`src/rtl/mrv32_pkg.sv`:
```
// Shared types and constants for the mrv32 core slice.
// The memory arbiter's state and grant encodings live here.
package mrv32_pkg;

  localparam int unsigned ADDR_WIDTH = 32;

  localparam int unsigned ARB_TIMEOUT_DEFAULT = 256;

  typedef enum logic [1:0] {
    ARB_IDLE,
    ARB_REQ,
    ARB_WAIT
  } arb_state_t;

  typedef enum logic {
    ARB_SEL_A,
    ARB_SEL_B
  } arb_sel_t;

endpackage

```
`src/rtl/mrv32_rr_pick2.sv`:
```
// Two-way round-robin pick: a lone requester wins; on contention the
// requester that was not granted last time wins.
module mrv32_rr_pick2
  import mrv32_pkg::*;
(
  input  logic     req_a,
  input  logic     req_b,
  input  arb_sel_t last_gnt,
  output logic     any_req,
  output arb_sel_t winner
);

  always_comb begin
    any_req = req_a | req_b;
    winner  = ARB_SEL_A;
    if (req_a && req_b) begin
      winner = (last_gnt == ARB_SEL_A) ? ARB_SEL_B : ARB_SEL_A;
    end else if (req_b) begin
      winner = ARB_SEL_B;
    end
  end

endmodule

```
`src/rtl/mrv32_mem_arbiter.sv`:
```
// Shares one single-ported memory between fetch (A) and LSU (B) ports,
// one transaction outstanding, with a response timeout.
module mrv32_mem_arbiter
  import mrv32_pkg::*;
#(
  parameter int unsigned ADDR_WIDTH     = mrv32_pkg::ADDR_WIDTH,
  parameter int unsigned TIMEOUT_CYCLES = ARB_TIMEOUT_DEFAULT,
  parameter int unsigned CNT_WIDTH      = $clog2(TIMEOUT_CYCLES + 1)
) (
  input  logic                  clk,
  input  logic                  rst,
  input  logic                  a_valid,
  input  logic [ADDR_WIDTH-1:0] a_addr,
  input  logic [31:0]           a_wdata,
  input  logic [3:0]            a_wstrb,
  output logic [31:0]           a_rdata,
  output logic                  a_rvalid,
  input  logic                  b_valid,
  input  logic [ADDR_WIDTH-1:0] b_addr,
  input  logic [31:0]           b_wdata,
  input  logic [3:0]            b_wstrb,
  output logic [31:0]           b_rdata,
  output logic                  b_rvalid,
  output logic                  m_valid,
  output logic [ADDR_WIDTH-1:0] m_addr,
  output logic [31:0]           m_wdata,
  output logic [3:0]            m_wstrb,
  input  logic                  m_ready,
  input  logic [31:0]           m_rdata,
  input  logic                  m_rvalid,
  output logic                  timeout_err,
  output logic                  busy
);

  // A zero timeout still needs a legal one-bit counter.
  localparam int unsigned CW = (CNT_WIDTH == 0) ? 1 : CNT_WIDTH;
  localparam logic [CW-1:0] TO_LAST =
    (TIMEOUT_CYCLES == 0) ? '0 : CW'(TIMEOUT_CYCLES - 1);

  arb_state_t    state;
  arb_sel_t      gnt;
  arb_sel_t      last_gnt;
  logic [CW-1:0] cnt;

  logic     any_req;
  arb_sel_t winner;
  logic     resp_ok;
  logic     to_fire;
  logic     done;

  mrv32_rr_pick2 u_pick (
    .req_a    (a_valid),
    .req_b    (b_valid),
    .last_gnt (last_gnt),
    .any_req  (any_req),
    .winner   (winner)
  );

  always_comb begin
    resp_ok = ((state == ARB_REQ) && m_ready && m_rvalid) ||
              ((state == ARB_WAIT) && m_rvalid);
    to_fire = (TIMEOUT_CYCLES != 0) && (state == ARB_WAIT) &&
              (cnt == TO_LAST) && !m_rvalid;
    done        = resp_ok | to_fire;
    a_rvalid    = done && (gnt == ARB_SEL_A);
    b_rvalid    = done && (gnt == ARB_SEL_B);
    a_rdata     = (resp_ok && (gnt == ARB_SEL_A)) ? m_rdata : '0;
    b_rdata     = (resp_ok && (gnt == ARB_SEL_B)) ? m_rdata : '0;
    timeout_err = to_fire;
    busy        = (state != ARB_IDLE);
  end

  always_ff @(posedge clk or posedge rst) begin
    if (rst) begin
      state    <= ARB_IDLE;
      gnt      <= ARB_SEL_A;
      last_gnt <= ARB_SEL_A;
      cnt      <= '0;
      m_valid  <= 1'b0;
      m_addr   <= '0;
      m_wdata  <= '0;
      m_wstrb  <= '0;
    end else begin
      case (state)
        ARB_IDLE: begin
          if (any_req) begin
            gnt     <= winner;
            m_valid <= 1'b1;
            m_addr  <= (winner == ARB_SEL_B) ? b_addr  : a_addr;
            m_wdata <= (winner == ARB_SEL_B) ? b_wdata : a_wdata;
            m_wstrb <= (winner == ARB_SEL_B) ? b_wstrb : a_wstrb;
            state   <= ARB_REQ;
          end
        end
        ARB_REQ: begin
          if (m_ready) begin
            m_valid <= 1'b0;
            cnt     <= '0;
            if (m_rvalid) begin
              last_gnt <= gnt;
              state    <= ARB_IDLE;
            end else begin
              state <= ARB_WAIT;
            end
          end
        end
        ARB_WAIT: begin
          cnt <= cnt + CW'(1);
          if (done) begin
            last_gnt <= gnt;
            state    <= ARB_IDLE;
          end
        end
        default: state <= ARB_IDLE;
      endcase
    end
  end

endmodule
```
`config.mk`:
```
export PLATFORM = sky130hd
export DESIGN_NAME = mrv32_mem_arbiter
export DESIGN_NICKNAME = d
export VERILOG_FILES = /design/src/rtl/mrv32_pkg.sv /design/src/rtl/mrv32_rr_pick2.sv /design/src/rtl/mrv32_mem_arbiter.sv
export SDC_FILE = /design/constraint.sdc
export NUM_CORES = 1
export LEC_CHECK = 0
export CAP_MARGIN = 40
export CORE_ASPECT_RATIO = 0.9
export CORE_UTILIZATION = 32
export CTS_BUF_LIST = sky130_fd_sc_hd__clkbuf_8 sky130_fd_sc_hd__clkbuf_16
export DETAILED_ROUTE_END_ITERATION = 10
export PLACE_DENSITY = 0.78
export SLEW_MARGIN = 15
export SYNTH_ARGS = -nofsm -noshare
export SYNTH_HDL_FRONTEND = slang
export SYNTH_HIERARCHICAL = 1
export SYNTH_SLANG_ARGS = --single-unit
```
`constraint.sdc`:
```
create_clock -name clk -period 3.2 [get_ports clk]
set_input_delay 0.96 -clock clk [delete_from_list [all_inputs] [get_ports clk]]
set_output_delay 0.96 -clock clk [all_outputs]
set_load 0.01 [all_outputs]
```
; Word level (Yosys, flattened, before mapping)
; Cells that the tools add are included.
[totals]
out_inout_bits = 137
regBits = 82
[classes]
bitwise = 3
muxes = 22
n_addsub = 1
eq_ne = 7
n_reduce_logical = 21
[ops]
columns = cell, count
row1 = 2-to-1 mux 32 bit, 4
row2 = one-hot mux 9 bit (2 select lines), 1
row3 = logical AND 1 bit, 10
row4 = "adder 9 x 1 -> 9 bit, second input constant", 1
row5 = "== test 9 x 8 -> 1 bit, second input constant", 1
row6 = 2-to-1 mux 9 bit, 1
row7 = 2-to-1 mux 1 bit, 8
row8 = 2-to-1 mux 2 bit, 4
row9 = "inequality test 2 bit, second input constant", 4
row10 = one-hot mux 2 bit (3 select lines), 1
row11 = AND reduction 3 bit, 2
row12 = nonzero test 2 bit, 3
row13 = 2-to-1 mux 4 bit, 1
row14 = one-hot mux 1 bit (2 select lines), 2
row15 = AND reduction 2 bit, 2
row16 = AND reduction 4 bit, 1
row17 = "== test 2 x 1 -> 1 bit, second input constant", 1
row18 = "== test 2 bit, second input constant", 1
row19 = logical NOT 2 bit, 1
row20 = OR 1 bit, 2
row21 = logical NOT 1 bit, 1
row22 = logical OR 1 bit, 1
row23 = inverter 1 bit, 1

; Logic depth before layout (Yosys ltp)
[depth]
word_depth = 7
depth_mapped = 7
ltp_nobuf = 7

; Modules after synthesis
; The synthesis kept the hierarchy.
[modules_own_cells]
columns = mod, area_each_um2, cells_per_inst, seq_area_each_um2, n_inst
row1 = mrv32_mem_arbiter, 4305.4, 441, 2052.0, 1
row2 = mrv32_rr_pick2, 13.8, 2, 0.0, 1

; Worst setup path before layout
; OpenSTA, ideal clock, no wires.
[synth_timing]
path_kind = in2out
start = input port m_ready
end = output port b_rdata[10]
required_ps = 2240
slack_ps = 443
t_arrival_ps = 1797
cell_stages = 5
path_cell_list = and3b_1 -> buf_2 -> o211a_4 -> buf_4 -> and2_1
[synth_between]
elab_chain_cells = 5
[synth_lines]
columns = item, line
row1 = "start, declared", mrv32_mem_arbiter.sv:28  ; input logic m_ready,
row2 = logical AND 1 bit (2 in series), mrv32_mem_arbiter.sv:60  ; resp_ok = ((state == ARB_REQ) && m_ready && m_rvalid) ||
row3 = logical OR 1 bit, mrv32_mem_arbiter.sv:60
row4 = logical AND 1 bit, mrv32_mem_arbiter.sv:68  ; b_rdata = (resp_ok && (gnt == ARB_SEL_B)) ? m_rdata : '0;
row5 = 2-to-1 mux 32 bit, mrv32_mem_arbiter.sv:68
row6 = "end, declared", mrv32_mem_arbiter.sv:22  ; output logic [31:0] b_rdata,
; No other way between the ends.

; Worst setup path in the final report
[layout_timing]
start = input port m_rvalid
end = output port a_rdata[28]
[layout_between]
elab_chain_cells = 4
elab_cells_between_ends = 5
cone_classes = 1 x mux / 4 x reduce/logical
[layout_lines]
columns = item, line
row1 = "start, declared", mrv32_mem_arbiter.sv:30  ; input logic m_rvalid,
row2 = "logical AND 1 bit, on equally long branches", "mrv32_mem_arbiter.sv:60, mrv32_mem_arbiter.sv:61"
row3 = logical OR 1 bit *, mrv32_mem_arbiter.sv:60
row4 = logical AND 1 bit *, mrv32_mem_arbiter.sv:67  ; a_rdata = (resp_ok && (gnt == ARB_SEL_A)) ? m_rdata : '0;
row5 = 2-to-1 mux 32 bit *, mrv32_mem_arbiter.sv:67
row6 = "end, declared", mrv32_mem_arbiter.sv:16  ; output logic [31:0] a_rdata,
; Mark *: on every way between the ends. The rest lies on a longest branch, timed or not.

==> out/qor.txt <==
Run status: complete, no violations
Ratio of cells with drive above 1 in the final layout: 10.99%
Final setup vio count: 0
Slew Viols, Final: 0
Worst path arrival time: 2.17 ns
Min Tclk post-route: 3.130 ns
Int Pwr: 3136 uW
Hold depth: 1
Max-cap violation count: 0
Cts hold-fix bufs: 0
Max IR drop VDD: 502.2 uV
CTS H-tree depth: 3
Leak: 0.003569 uW
Crit-path cells: dlygate4sd2_1 -> inv_2 -> a211oi_4 -> buf_6 -> buf_4 -> buf_12 -> and2_1 -> clkdlybuf4s15_2
CP Capture Type: output port
Vias: 4408
Comb pwr share: 43.8%
Clk pin slew, worst setup/hold paths: 0.06 ns
Hold Crit Start: cnt[7]$_DFFE_PP0P_
Ranking of synthesized cells by area: dfrtp_1 (48%), mux2i_1 (16%), and2_1 (9.3%), a21oi_1 (8.2%), nor2_1 (6.3%)
Main combinational cell family by area after synthesis: simple AND/OR/NAND/NOR gates
Area grow syn2layout: 84.44%
Sw Share: 31.99%
Die area: 0.01397 mm2
M1 GR Usage: 21.29%
Adder-cell share of the synthesized area: 0.5794%
Mux contribution to synthesized area: 16.98%
DRT antenna net count: 0
Met2 Use GR: 44.42%
Syn Inst Count: 443
Filler Cell Count: 1079
Unrepaired setup endpoints after global routing: false
Final Instance Area: 0.007966 mm2
Hold endpoint: cnt[7]$_DFFE_PP0P_
Hpwl dp: 11.95 mm
DRT iter0 DRCs: 150
FP Rows: 39
Post-Synthesis Net Count: 619
Slowest CP cell: dlygate4sd2_1
Reg-to-reg endpoint: last_gnt$_DFFE_PP0P_
Sw Pwr: 1475 uW
Initial antenna violation count: 3
Setup CP Type: in -> out
WL final: 15.68 mm
First-pass DRT Iterations: 4
CTS Buf Count: 9
GRT Overall Usage: 22.62%
Required time of the critical path: 2.24 ns
Startpoint Class: input port
Final hold violation count: 0
Crit-path max FO: 16
Largest area contributor in the netlist: dfrtp_1
Fin nets: 936
Slew @ Worst Pin: 0.6238 ns
Crit share post-route: 97.81%
Xor/xnor cell area share of the yosys netlist: 0.2028%
Synth Area in Simple Gates: 19.44%
Mean Syn Cell Area: 9.750 um2
Top delay family on crit path: buffers and inverters
Reg-to-Reg Start: cnt[0]$_DFFE_PP0P_
R2R Setup Slk: 1.29 ns
Pwr dens: 578.9 mW/mm2
Die height: 112.2 um
Drc violations: 0
Clk root buf: clkbuf_16
Routed vias/inst: 4.735
Reg2Reg Depth: 8
Core box area: 0.01293 mm2
Hold WS: 0.4750 ns
Synth unique cells: 34
Yosys top cell area share: 47.51%
Worst hold path class: reg -> reg
Post-synth EDFFs: 0
Die Width: 124.5 um
CTS Sinks: 82
GR peak layer: met2
Main synth FF type: dfrtp_1
Placed Area: 0.007626 mm2
Power share of the sequential group: 34.7%
PortBufs: 310
Rel. slew slack: 58.23%
Pin count of the biggest net entering global routing: 58
Grt ovf: 0
Routing usage on met3: 7.436%
Cell Area, Synth: 0.004319 mm2
Ports: 311
Max Freq: 0.3195 GHz
Syn. warnings: 6
Setup TNS: 0 ns
Seq/Total Area, Yosys: 47.51%
Starting density of the core: 33.40%
WL/cell: 16.84 um
GPL Wtd Cong: 0.9547
Crit-path max cell delay: 0.22 ns
Vias in the first global route: 4635
Clock Latency Late Sink: 0.33 ns
Compound-Gate Fraction of Synth Area: 10.54%
Post-synth ARST share: 100.0%
Skew final: 0.008373 ns
Clk pwr share: 21.6%
Yosys reg bits: 82
CTS tree: built
First-pass GRT wire length: 24.49 mm
Clk buf depth: 2
WP buf/inv: 6
cells by family (layout without fill, tap and decap cells):
group                      Yosys count  count (layout)
and+or+nand+nor                    166             166
other                                0               3
buffers and inverters               37             355
xor gates and xnor gates             1               1
adders and majority gates            2               2
AOI/OAI and AO/OA                   82              85
DFF                                 82              82
muxes                               73              73
power by group through the flow:
stage	Clock, uW	Combinational [uW]	Sequential [uW]
2_1_floorplan	0	694	1730
3_3_place_gp	0	1980	1580
3_5_place_dp	0	2010	1600
4_1_cts	1020	2050	1600
5_1_grt	1060	2180	1640
6_report	996	2020	1600
synthesized netlist by cell type, drive strengths merged (3+ instances only):
cell type	number
dfrtp	82
nor2	73
a21oi	71
mux2i	71
and2	64
buf	30
nand2	8
inv	5
o21ai	5
nand3	4
nor3	3
or3	3
how the worst max path moves through the flow:
stage | from | end | slack, ns | depth (start not counted)
after floorplan | rst | cnt[0]$_DFFE_PP0P_ | 0.13 | 1
after global placement | m_ready | b_rdata[16] | -0.49 | 5
after detailed placement | m_ready | a_rdata[0] | -0.55 | 6
after CTS | m_ready | b_rdata[28] | -0.01 | 6
after global routing | m_rvalid | a_rdata[25] | 0.002 | 8
final | m_rvalid | a_rdata[28] | 0.07 | 8
area by class of cell:
class | count | area (um2) | share of cell area [%]
flip-flops and latches | 82 | 2052 | 25.76
clock inverters | 5 | 48.80 | 0.6125
repair buffers | 335 | 3251 | 40.80
well taps | 164 | 205.2 | 2.576
diodes | 3 | 7.507 | 0.09424
clock buffers | 10 | 239.0 | 3.000
multi-input cells | 327 | 2143 | 26.90
inverters | 5 | 20.02 | 0.2513
routing by layer:
layer / routed length, um / part of all wire, %
met1: 5393 / 34
met2: 8762 / 56
met3: 1031 / 6.6
met4: 491 / 3.1
met5: 0 / 0
stage by stage:
| step | utilization, % | total power (uW) | cells | worst slack, ns |
|---|---|---|---|---|
| after floorplan | - | 2420 | 443 | 0.1316 |
| after global placement | 58.97 | 3561 | 899 | -0.4855 |
| after detailed placement | 58.97 | 3617 | 899 | -0.5471 |
| after CTS | 61.82 | 4671 | 928 | -0.01459 |
| after global routing | 61.61 | 4880 | 931 | 0.001674 |
| final | 61.61 | 4612 | 931 | 0.07021 |
placed cells by master (no fill, tap or decap), types with 2 or more instances in the layout:
| cell type | instances |
|---|---|
| o21ai_0 | 5 |
| nand2_1 | 8 |
| nor2_1 | 73 |
| ha_1 | 2 |
| buf_4 | 18 |
| nand3_1 | 4 |
| nor3_1 | 3 |
| a21oi_1 | 71 |
| clkdlybuf4s50_1 | 242 |
| dfrtp_1 | 82 |
| o211a_4 | 4 |
| diode_2 | 3 |
| mux2i_1 | 71 |
| buf_2 | 17 |
| clkdlybuf4s15_2 | 12 |
| mux2_2 | 2 |
| inv_1 | 6 |
| dlygate4sd2_1 | 37 |
| and2_1 | 64 |
| clkbuf_16 | 9 |
| clkbuf_2 | 2 |
| or3_1 | 3 |
| buf_12 | 5 |
repair_timing:
action                                  4_1_cts  5_1_grt
gates cloned                                  4        0
pin swaps                                     2        1
buffers inserted                             10        0
resized for setup                           150        6
endpoints found under the setup margin       66       27
flip-flops by register name (all words and copies together) (netlist names):
name / count
last_gnt: 1
gnt: 1
m_addr: 32
state: 2
cnt: 9
m_wdata: 32
m_wstrb: 4
m_valid: 1
No activity file was read; power rests on OpenSTA's default activity.
